==> config.mk <==
export PLATFORM = sky130hd
export DESIGN_NAME = mem_stage
export DESIGN_NICKNAME = d
export VERILOG_FILES = /design/src/rtl/mem_stage.sv
export SDC_FILE = /design/constraint.sdc
export NUM_CORES = 1
export LEC_CHECK = 0
export CAP_MARGIN = 20
export CORE_UTILIZATION = 35
export DETAILED_ROUTE_END_ITERATION = 8
export GPL_TIMING_DRIVEN = 1
export HOLD_SLACK_MARGIN = 0.12
export PLACE_DENSITY_LB_ADDON = 0.1
export SLEW_MARGIN = 20
export SYNTH_ARGS = -nofsm -noshare
export SYNTH_HDL_FRONTEND = slang
export SYNTH_SLANG_ARGS = --single-unit
==> constraint.sdc <==
create_clock -name clk -period 3.9 [get_ports clk]
set_input_delay 0.78 -clock clk [delete_from_list [all_inputs] [get_ports clk]]
set_output_delay 0.78 -clock clk [all_outputs]
set_load 0.03 [all_outputs]
==> src/rtl/mem_stage.sv <==
// MINA2000 memory-access stage: data-bus handshake, load alignment/extension,
// store lane replication, stall generation and the MEM/WB pipeline register.

package types;
  typedef logic [31:0] u32_t;

  typedef enum logic [3:0] {
    MEM_OP_NONE = 4'd0,
    MEM_OP_LB   = 4'd1,
    MEM_OP_LBU  = 4'd2,
    MEM_OP_LH   = 4'd3,
    MEM_OP_LHU  = 4'd4,
    MEM_OP_LW   = 4'd5,
    MEM_OP_SB   = 4'd6,
    MEM_OP_SH   = 4'd7,
    MEM_OP_SW   = 4'd8
  } mem_op_t;

  typedef struct packed {
    logic [4:0] rd_addr;
    u32_t       rd_data;
    mem_op_t    mem_op;
    u32_t       mem_data;
  } mem_params_t;

  typedef struct packed {
    logic [4:0] rd_addr;
    u32_t       rd_data;
  } wb_params_t;
endpackage

module mem_stage
  import types::*;
(
  input  logic        clk,
  input  logic        rst,
  input  mem_params_t mem_params,
  input  logic        stall_in,
  output logic        mem_stall,
  output logic        misaligned,
  output wb_params_t  wb_params,
  output logic        bus_req,
  output logic        bus_we,
  output logic [31:0] bus_addr,
  output logic [3:0]  bus_be,
  output logic [31:0] bus_wdata,
  input  logic        bus_ack,
  input  logic [31:0] bus_rdata
);

  // state  | meaning
  // S_IDLE | no access completed yet for the current EX/MEM contents
  // S_DONE | access finished while frozen; result parked in held_q
  typedef enum logic {S_IDLE, S_DONE} state_t;

  state_t     state_q, state_d;
  u32_t       held_q, held_d;
  wb_params_t wb_q, wb_d;

  u32_t       addr;
  logic       is_load, is_store, is_byte, is_half, is_word, sign_ext;
  logic [7:0] byte_sel;
  logic [15:0] half_sel;
  u32_t       load_val;
  logic       acked, advance;

  assign addr = mem_params.rd_data;

  always_comb begin
    is_load  = 1'b0;
    is_store = 1'b0;
    is_byte  = 1'b0;
    is_half  = 1'b0;
    is_word  = 1'b0;
    sign_ext = 1'b0;
    unique case (mem_params.mem_op)
      MEM_OP_LB:  begin is_load  = 1'b1; is_byte = 1'b1; sign_ext = 1'b1; end
      MEM_OP_LBU: begin is_load  = 1'b1; is_byte = 1'b1; end
      MEM_OP_LH:  begin is_load  = 1'b1; is_half = 1'b1; sign_ext = 1'b1; end
      MEM_OP_LHU: begin is_load  = 1'b1; is_half = 1'b1; end
      MEM_OP_LW:  begin is_load  = 1'b1; is_word = 1'b1; end
      MEM_OP_SB:  begin is_store = 1'b1; is_byte = 1'b1; end
      MEM_OP_SH:  begin is_store = 1'b1; is_half = 1'b1; end
      MEM_OP_SW:  begin is_store = 1'b1; is_word = 1'b1; end
      default:    ;
    endcase
  end

  assign misaligned = (is_half && addr[0]) || (is_word && (addr[1:0] != 2'b00));

  assign bus_req   = (state_q == S_IDLE) && (is_load || is_store) && !misaligned && !rst;
  assign bus_we    = is_store;
  assign bus_addr  = {addr[31:2], 2'b00};
  assign mem_stall = bus_req && !bus_ack;

  always_comb begin
    bus_be    = 4'b0000;
    bus_wdata = mem_params.mem_data;
    if (is_byte) begin
      bus_be    = 4'b0001 << addr[1:0];
      bus_wdata = {4{mem_params.mem_data[7:0]}};
    end else if (is_half) begin
      bus_be    = 4'b0011 << addr[1:0];
      bus_wdata = {2{mem_params.mem_data[15:0]}};
    end else if (is_word) begin
      bus_be    = 4'b1111;
    end
  end

  always_comb begin
    byte_sel = bus_rdata[7:0];
    unique case (addr[1:0])
      2'd0: byte_sel = bus_rdata[7:0];
      2'd1: byte_sel = bus_rdata[15:8];
      2'd2: byte_sel = bus_rdata[23:16];
      2'd3: byte_sel = bus_rdata[31:24];
      default: ;
    endcase
    half_sel = addr[1] ? bus_rdata[31:16] : bus_rdata[15:0];

    // Stores complete with no register result.
    load_val = '0;
    if (is_load) begin
      if (is_byte)      load_val = {{24{sign_ext & byte_sel[7]}}, byte_sel};
      else if (is_half) load_val = {{16{sign_ext & half_sel[15]}}, half_sel};
      else              load_val = bus_rdata;
    end
  end

  assign acked   = bus_req && bus_ack;
  assign advance = !mem_stall && !stall_in;

  always_comb begin
    state_d = state_q;
    held_d  = held_q;
    wb_d    = wb_q;

    unique case (state_q)
      S_IDLE: if (acked && stall_in) begin
        state_d = S_DONE;
        held_d  = load_val;
      end
      S_DONE: if (!stall_in) state_d = S_IDLE;
      default: state_d = S_IDLE;
    endcase

    if (advance) begin
      wb_d.rd_addr = mem_params.rd_addr;
      if (state_q == S_DONE)        wb_d.rd_data = held_q;
      else if (acked)               wb_d.rd_data = load_val;
      else if (is_load || is_store) wb_d.rd_data = '0;
      else                          wb_d.rd_data = addr;
    end
  end

  always_ff @(posedge clk) begin
    if (rst) begin
      state_q <= S_IDLE;
      held_q  <= '0;
      wb_q    <= '0;
    end else begin
      state_q <= state_d;
      held_q  <= held_d;
      wb_q    <= wb_d;
    end
  end

  assign wb_params = wb_q;

endmodule

* Word-level counts from Yosys, hierarchy flattened
Index checks and enable logic that the tools add are counted.
Operators by class: equal/unequal tests 11, shift-type cells 2, multiplexer cells 22, bitwise operators 3, reductions and logical operators 25
Operators by type and width (number):
- 2-to-1 mux 32 bit | 8
- one-hot mux 8 bit (4 select lines) | 1
- equality test 4 x 3 -> 1 bit (second input constant) | 4
- 2-to-1 mux 16 bit | 1
- 2-to-1 mux 4 bit | 3
- logical AND 1 bit | 9
- OR reduction 3 bit | 3
- equality test 4 x 2 -> 1 bit (second input constant) | 2
- 2-to-1 mux 1 bit | 8
- zero test 1 bit | 5
- OR reduction 5 bit | 1
- equality test 2 bit (second input constant) | 2
- equality test 4 x 1 -> 1 bit (second input constant) | 1
- equality test 4 bit (second input constant) | 1
- OR reduction 2 bit | 2
- << shifter 1 x 2 -> 4 bit (first input constant) | 1
- << shifter 2 x 2 -> 4 bit (first input constant) | 1
- bitwise AND 1 bit | 2
- equality test 2 x 1 -> 1 bit (second input constant) | 1
- zero test 2 bit | 1
- logical OR 1 bit | 2
- one-hot mux 1 bit (2 select lines) | 1
- AND reduction 2 bit | 1
- nonzero test 2 bit | 1
- inverter 1 bit | 1
Word-level totals: bits in registers 70, output and inout bits 109, logic and storage cells 67

* Longest topological paths before layout
Gate-level depths: netlist of run 1.
word-level depth 12, depth in mapped cells 11, depth with buffers taken out 8

* Least setup slack after synthesis of run 1
Ideal clock, no wire load.
path kind input-to-output, from input port mem_params[37] (netlist bit), to output port misaligned, arrival time 2.606 ns, required time 3.120 ns, path slack 0.514 ns, stages 8, buffers on the path 2, path through clkbuf_1 > inv_1 > ha_1 > buf_4 > or3b_1 > a21boi_2 > a31oi_1 > o22ai_1
On the way: word-level cells in the longest chain between the ends 3
Ends and longest elaborated chain:
- start: declaration | RTL line 37 | input mem_params_t mem_params,
- nonzero test 2 bit | RTL line 89 | assign misaligned = (is_half && addr[0]) || (is_word && (addr[1:0] != 2'b00));
- logical AND 1 bit | RTL line 89
- logical OR 1 bit | RTL line 89
- end: declaration | RTL line 40 | output logic misaligned,
Every way passes these cells.

* Worst setup path after layout of run 1
from input port mem_params[33] (netlist bit), to output port bus_be[0]
On the way: word-level cells in the longest chain between the ends 6
Ends and longest elaborated chain:
- equality test 4 bit / equality test 4 x 3 -> 1 bit (equally long branches) | RTL line 76 | unique case (mem_params.mem_op)
- OR reduction 2 bit (no line)
- 2-to-1 mux 1 bit | RTL line 76
- 2-to-1 mux 4 bit | RTL line 105 | end else if (is_word) begin
- 2-to-1 mux 4 bit | RTL line 102 | end else if (is_half) begin
- 2-to-1 mux 4 bit * | RTL line 99 | if (is_byte) begin
- end: declaration | RTL line 45 | output logic [3:0] bus_be,
Every way passes the cells marked *; elsewhere a longest branch is shown, timed or not.

==> impl_metrics.ini, run 1 <==
[run_status]
status = completed

[cells_and_area]
final_cells = 965
final_common_cell = clkdlybuf4s50_1
n_antenna_cell = 0
nNetsFinal = 901
syn_to_final_growth_pct = 51.7
fill_cells = 1259
drive_above_1_share = 0.101
final_util = 0.547
mostFrequentLayoutCells = clkdlybuf4s50_1, nand2_1, dfxtp_1

[route]
wl_per_cell_um = 17.8
viasPerCell = 5.46
first_pass_iters = 6
drt_iter0_markers = 712
remaining_drc_errors = 0
antenna_left = 0
drt-total-wl_mm = 17.2
vias = 5270

[power_and_ir_drop]
peakVddDrop_v = 0.000199
total_power_uw = 2380
power.internal_uw = 1600
cellLeakagePower_uw = 0.00286
clkPwrFrac = 0.359
switching_share = 0.330
powerDensity_mw_per_mm2 = 342
p_seq_frac = 0.320
p_comb_frac = 0.321
netSwitchingPower_uw = 785

[logic_synthesis]
netlist_instances = 621
yosysUniqueCellTypes = 58
yosys.area_share.simple = 0.225
syn_area_sq_mm = 0.00459
synthAdderAreaFrac = 0.0109
ys_seq_area_frac = 0.305
muxShareOfSynthArea = 0.0501
ys_ff_latch = 70
ys.flop_type = dfxtp_1
synth_top_family_by_area = compound AO/OA/AOI/OAI gates
synthArstFlopShare = 0
synth_compound_area_frac = 0.271
syn_area_per_cell_sq_um = 7.39
synth_edf_count = 0
ys_warn_count = 0
synth_xor_area_frac = 0.00572

[critical_path]
path_class = input pin to output pin
critPathCapture = bus_be[0]
cp.arrival_ps = 2920
r2r_slack_ps = 1390
reg2reg_depth = 6
cp-start-kind = input pin
crit_start = mem_params[33]
r2r_start = state_q$_SDFF_PP0_
r2r_end = held_q[17]$_SDFFE_PP0P_
end_kind = output pin
cp.required_ps = 3120
cp_max_fo = 22

[global_route]
grt_pass1_vias = 5064
grt_max_degree = 50
grt_pass1_wl_mm = 26.6
antenna_found_initial = 0
gr-total-overflow = 0
grt.total_usage = 0.255

[clock_tree]
cts_setup_buffers = 0
clk_path_buf_depth = 2
cts_htree_levels = 3
cts_sinks = 70
clk_latency_ps = 340
clk_pin_slew_worst_paths_ps = 60
cts_tree = built
cts-root-buf = clkbuf_16
numCtsBuffers = 9

[timing]
finalHoldViolCount = 0
grt_setup_unrepaired = no
min_period_ps = 3700
setup_violations = 0
skew_ps = 4.94
fmax_ghz = 0.270
worst_pin_slew_ps = 980
final.setup.tns_ps = 0
fin_crit_sh = 0.949
drv_slew = 0
relSlewSlack = 0.347
fin_ws_ps = 200

[place]
place_inst = 949
gp_congestion = 0.897
dp_hpwl_mm = 12.7
portBuffers = 215
dp_slack_ps = -151

[die]
rows = 41
die_h_um = 117
fp.dieW_um = 117
fp.dieArea_sq_mm = 0.0136
fp.coreArea_sq_mm = 0.0127
ios = 218
initial_core_util = 0.361

[run]
max_cap_violations = 0

[worst_hold_path]
holdCritPathClass = flip-flop to flip-flop
-- worst max-delay path: stages --
cell             delay [ps]
clkdlybuf4s50_1         450
buf_4                   150
buf_4                   200
nor4b_1                 430
inv_1                   140
nand2_1                  90
clkdlybuf4s50_1         660
-- area by class of cell --
| cell class | count | area [sq um] | area share |
|---|---|---|---|
| sequential | 70 | 1400 | 0.201 |
| multi-input combinational | 442 | 2610 | 0.375 |
| inverter | 23 | 86.3 | 0.0124 |
| tap | 172 | 215 | 0.0309 |
| clock inverter | 6 | 68.8 | 0.00988 |
| clock buffer | 10 | 239 | 0.0343 |
| timing repair buffer | 242 | 2340 | 0.336 |
-- power by group through the flow --
stage | Combinational [uW] | Clock, uW | Sequential (uW)
2_1_floorplan | 390 | 0 | 822
3_3_place_gp | 754 | 0 | 777
3_5_place_dp | 761 | 0 | 778
4_1_cts | 765 | 866 | 762
5_1_grt | 816 | 900 | 765
6_report | 764 | 854 | 762
-- routing by layer --
layer,track usage,up-vias,wire length (um)
met2,0.420,291,7960
met3,0.0477,28,1530
met1,0.334,2442,7330
li1,-,2509,-
met5,0,-,0
met4,0.0861,0,405
-- worst min path at each step --
stage | startpoint | to | cells after the start
6_report | held_q[13]$_SDFFE_PP0P_ | held_q[13]$_SDFFE_PP0P_ | 2
5_1_grt | held_q[9]$_SDFFE_PP0P_ | held_q[9]$_SDFFE_PP0P_ | 2
4_1_cts | held_q[13]$_SDFFE_PP0P_ | held_q[13]$_SDFFE_PP0P_ | 2
3_5_place_dp | held_q[16]$_SDFFE_PP0P_ | held_q[16]$_SDFFE_PP0P_ | 1
3_3_place_gp | held_q[27]$_SDFFE_PP0P_ | held_q[27]$_SDFFE_PP0P_ | 1
2_1_floorplan | held_q[12]$_SDFFE_PP0P_ | held_q[12]$_SDFFE_PP0P_ | 2
-- per-stage QoR --
step / area [sq um] / hold slack [ps]
finish: 6960 / 458
global route: 6960 / 484
CTS: 6940 / 459
detailed placement: 6630 / 450
global placement: 6630 / 444
floorplan: 4600 / 431
-- synth_stat cells (4+ instances only) --
library cell	count	area, sq um
dfxtp_1	70	1400
nand3_1	10	50.1
o21ai_0	23	115
o32ai_1	4	35.0
buf_2	10	50.1
nand2b_1	5	31.3
o31ai_1	5	37.5
a22o_1	6	52.6
a221oi_1	9	78.8
ha_1	4	50.1
a211oi_1	11	82.6
nor2_1	52	195
a222oi_1	13	130
or4_1	5	37.5
a32o_1	5	50.1
inv_1	23	86.3
nand2_1	131	492
o2bb2ai_1	13	114
buf_4	45	338
mux2i_1	23	230
a31oi_1	4	25.0
nor3_1	13	65.1
o22ai_1	20	125
a21o_1	15	113
a21oi_1	29	145
clkbuf_1	31	116
-- what timing repair did --
item                       4_1_cts  5_1_grt
cloned                           0        0
gates resized for setup          1        8
setup endpoints to repair        8        8
hold buffers                     0        0
-- cells by family after synthesis --
logic type / after synthesis
AND/OR/NAND/NOR: 239
AO/OA/AOI/OAI: 171
buffers and inverters: 110
flip-flops: 70
multiplexers: 23
adder cells (fa/ha/maj): 4
XOR/XNOR: 3
other: 1
-- registers in the layout, summed over array words and instances, names as in the netlist --
signal and count:
held_q 32, state_q 1, wb_params 37
Power figures use the tool's default switching activity.
==> run 2: changes to the inputs <==
==> constraint.sdc (replaced) <==
create_clock -name clk -period 3.1 [get_ports clk]
set_input_delay 0.62 -clock clk [delete_from_list [all_inputs] [get_ports clk]]
set_output_delay 0.62 -clock clk [all_outputs]
set_load 0.03 [all_outputs]
==> run 2 against run 1 <==
  * Sequential power is 26% higher
  * Worst hold slack improved by 1.8 ps
  * Clock power grew 22%
  * Combinational power is 35% higher
  * Non-clock buffer count grew 40
  * Clock-buffer cell count grew 1
  * Critical path type unchanged
==> impl_metrics.ini, run 2 (synthesis gave the netlist of run 1 again) <==
[power_and_ir_drop]
peakVddDrop_v = 0.000275
powerDensity_mw_per_mm2 = 412
cellLeakagePower_uw = 0.00304

[cells_and_area]
syn_to_final_growth_pct = 59.8
final_cells = 1005
drive_above_1_share = 0.164
mostFrequentLayoutCells = clkdlybuf4s50_1, nand2_1, buf_4
n_antenna_cell = 0
nNetsFinal = 941
final_util = 0.577
final_common_cell = clkdlybuf4s50_1
largest_reg_flops = 37

[place]
place_inst = 985
gp_congestion = 0.894
dp_hpwl_mm = 13.5
portBuffers = 215
dp_slack_ps = -166

[run_status]
status = completed

[run]
max_cap_violations = 0

[route]
wl_per_cell_um = 17.7
viasPerCell = 5.30
vias = 5326
drt_iter0_markers = 363
antenna_left = 0
remaining_drc_errors = 0
drt-total-wl_mm = 17.8
first_pass_iters = 5

[timing]
worst_pin_slew_ps = 558
fmax_ghz = 0.332
min_period_ps = 3010
grt_setup_unrepaired = no
finalHoldViolCount = 0
drv_slew = 0
relSlewSlack = 0.628
setup_violations = 0
skew_ps = 6.44
final.setup.tns_ps = 0
fin_crit_sh = 0.972
fin_ws_ps = 85.5

[die]
ios = 218
initial_core_util = 0.361
fp.dieArea_sq_mm = 0.0136
fp.dieW_um = 117
die_h_um = 117
rows = 41
fp.coreArea_sq_mm = 0.0127

[clock_tree]
cts_tree = built
numCtsBuffers = 9
cts_htree_levels = 3
clk_latency_ps = 330
clk_path_buf_depth = 2
clk_pin_slew_worst_paths_ps = 60
cts_sinks = 70
hold_buffers = 0
cts-root-buf = clkbuf_16

[critical_path]
critPathSlowestCell = clkdlybuf4s50_1
cp_max_fo = 6
path_class = input pin to output pin
cp-start-kind = input pin
end_kind = output pin
max_stage_delay_ps = 440
crit_path_cell_trace = clkdlybuf4s50_1, buf_4, buf_4, nand2_1, a21boi_2, buf_4, o31a_4, nor3_2, buf_4
cp.required_ps = 2480
cp.arrival_ps = 2390
cpMostUsedCell = buf_4

[global_route]
grt_pass1_wl_mm = 27.3
gr-total-overflow = 0
antenna_found_initial = 0
grt.total_usage = 0.261
grt_max_degree = 41
grt_pass1_vias = 5134

[worst_hold_path]
holdCritPathClass = flip-flop to flip-flop
run 2: cell types whose count changed in the layout (fill, tap and decap cells not counted), moves of 2 or more:
cell / delta
buf_6: +2
buf_12: +5
or3b_4: +2
inv_6: -2
buf_4: +43
dlymetal6s2s_1: -6
clkdlybuf4s50_1: -4
run 2: repair_timing:
action                                 CTS  global route
resized for setup                        5            12
endpoints found under the hold margin    0             0
gates cloned                             0             0
setup buffers                            4             0
setup endpoints to repair               17            34
pin swaps                                2             2
run 2: metal layers:
| layer | global-route usage | share of wire | wire length [um] | vias up |
|---|---|---|---|---|
| met4 | 0.0751 | 0.013 | 230 | 0 |
| met5 | 0 | 0 | 0 | - |
| met3 | 0.0483 | 0.068 | 1200 | 19 |
| met1 | 0.340 | 0.44 | 7830 | 2492 |
| li1 | - | - | - | 2596 |
| met2 | 0.440 | 0.48 | 8510 | 219 |
run 2: report_power, final:
part | internal (uW) | switching [uW]
logic | 465 | 561
registers | 938 | 19.7
clock network | 645 | 396
total | 2050 | 977
run 2: worst paths after layout:
kind                           start                       to  slack (ps)  depth (start not counted)
max reg2reg       state_q$_SDFF_PP0_  held_q[30]$_SDFFE_PP0P_        1230                          7
min reg2reg  held_q[11]$_SDFFE_PP0P_  held_q[11]$_SDFFE_PP0P_         460                          2
min          held_q[11]$_SDFFE_PP0P_  held_q[11]$_SDFFE_PP0P_         460                          2
max                   mem_params[33]                  bus_req          90                          9
run 2: critical path: cells and delay by family:
| kind | cells | cell delay [ps] |
|---|---|---|
| and+or+nand+nor | 2 | 240 |
| buffers and inverters | 5 | 1110 |
| AOI/OAI and AO/OA | 2 | 420 |
run 2: cell type report:
| cell class | instances | area [sq um] |
|---|---|---|
| Clock inverter | 5 | 58.8 |
| Tap cell | 172 | 215 |
| Clock buffer | 11 | 243 |
| Inverter | 23 | 86.3 |
| Sequential cell | 70 | 1400 |
| Timing Repair Buffer | 282 | 2670 |
| Multi-Input combinational cell | 442 | 2660 |
| Fill cell | 1259 | 5390 |
run 2: stage by stage:
stage	total power [uW]	hold slack [ps]	cell area, sq um
after floorplan	1520	431	4600
after global placement	1980	444	6940
after detailed placement	1980	447	6940
after CTS	3030	464	7290
after global routing	3140	478	7340
final	3020	460	7340
==> run 3: changes to the inputs <==
--- a/config.mk
+++ b/config.mk
@@ -5,7 +5,6 @@
 export SDC_FILE = /design/constraint.sdc
 export NUM_CORES = 1
 export LEC_CHECK = 0
-export CAP_MARGIN = 20
 export CORE_UTILIZATION = 35
 export DETAILED_ROUTE_END_ITERATION = 8
 export GPL_TIMING_DRIVEN = 1
==> results of run 3 <==
No change in the layout: final DEF, timing and power equal those of run 2.
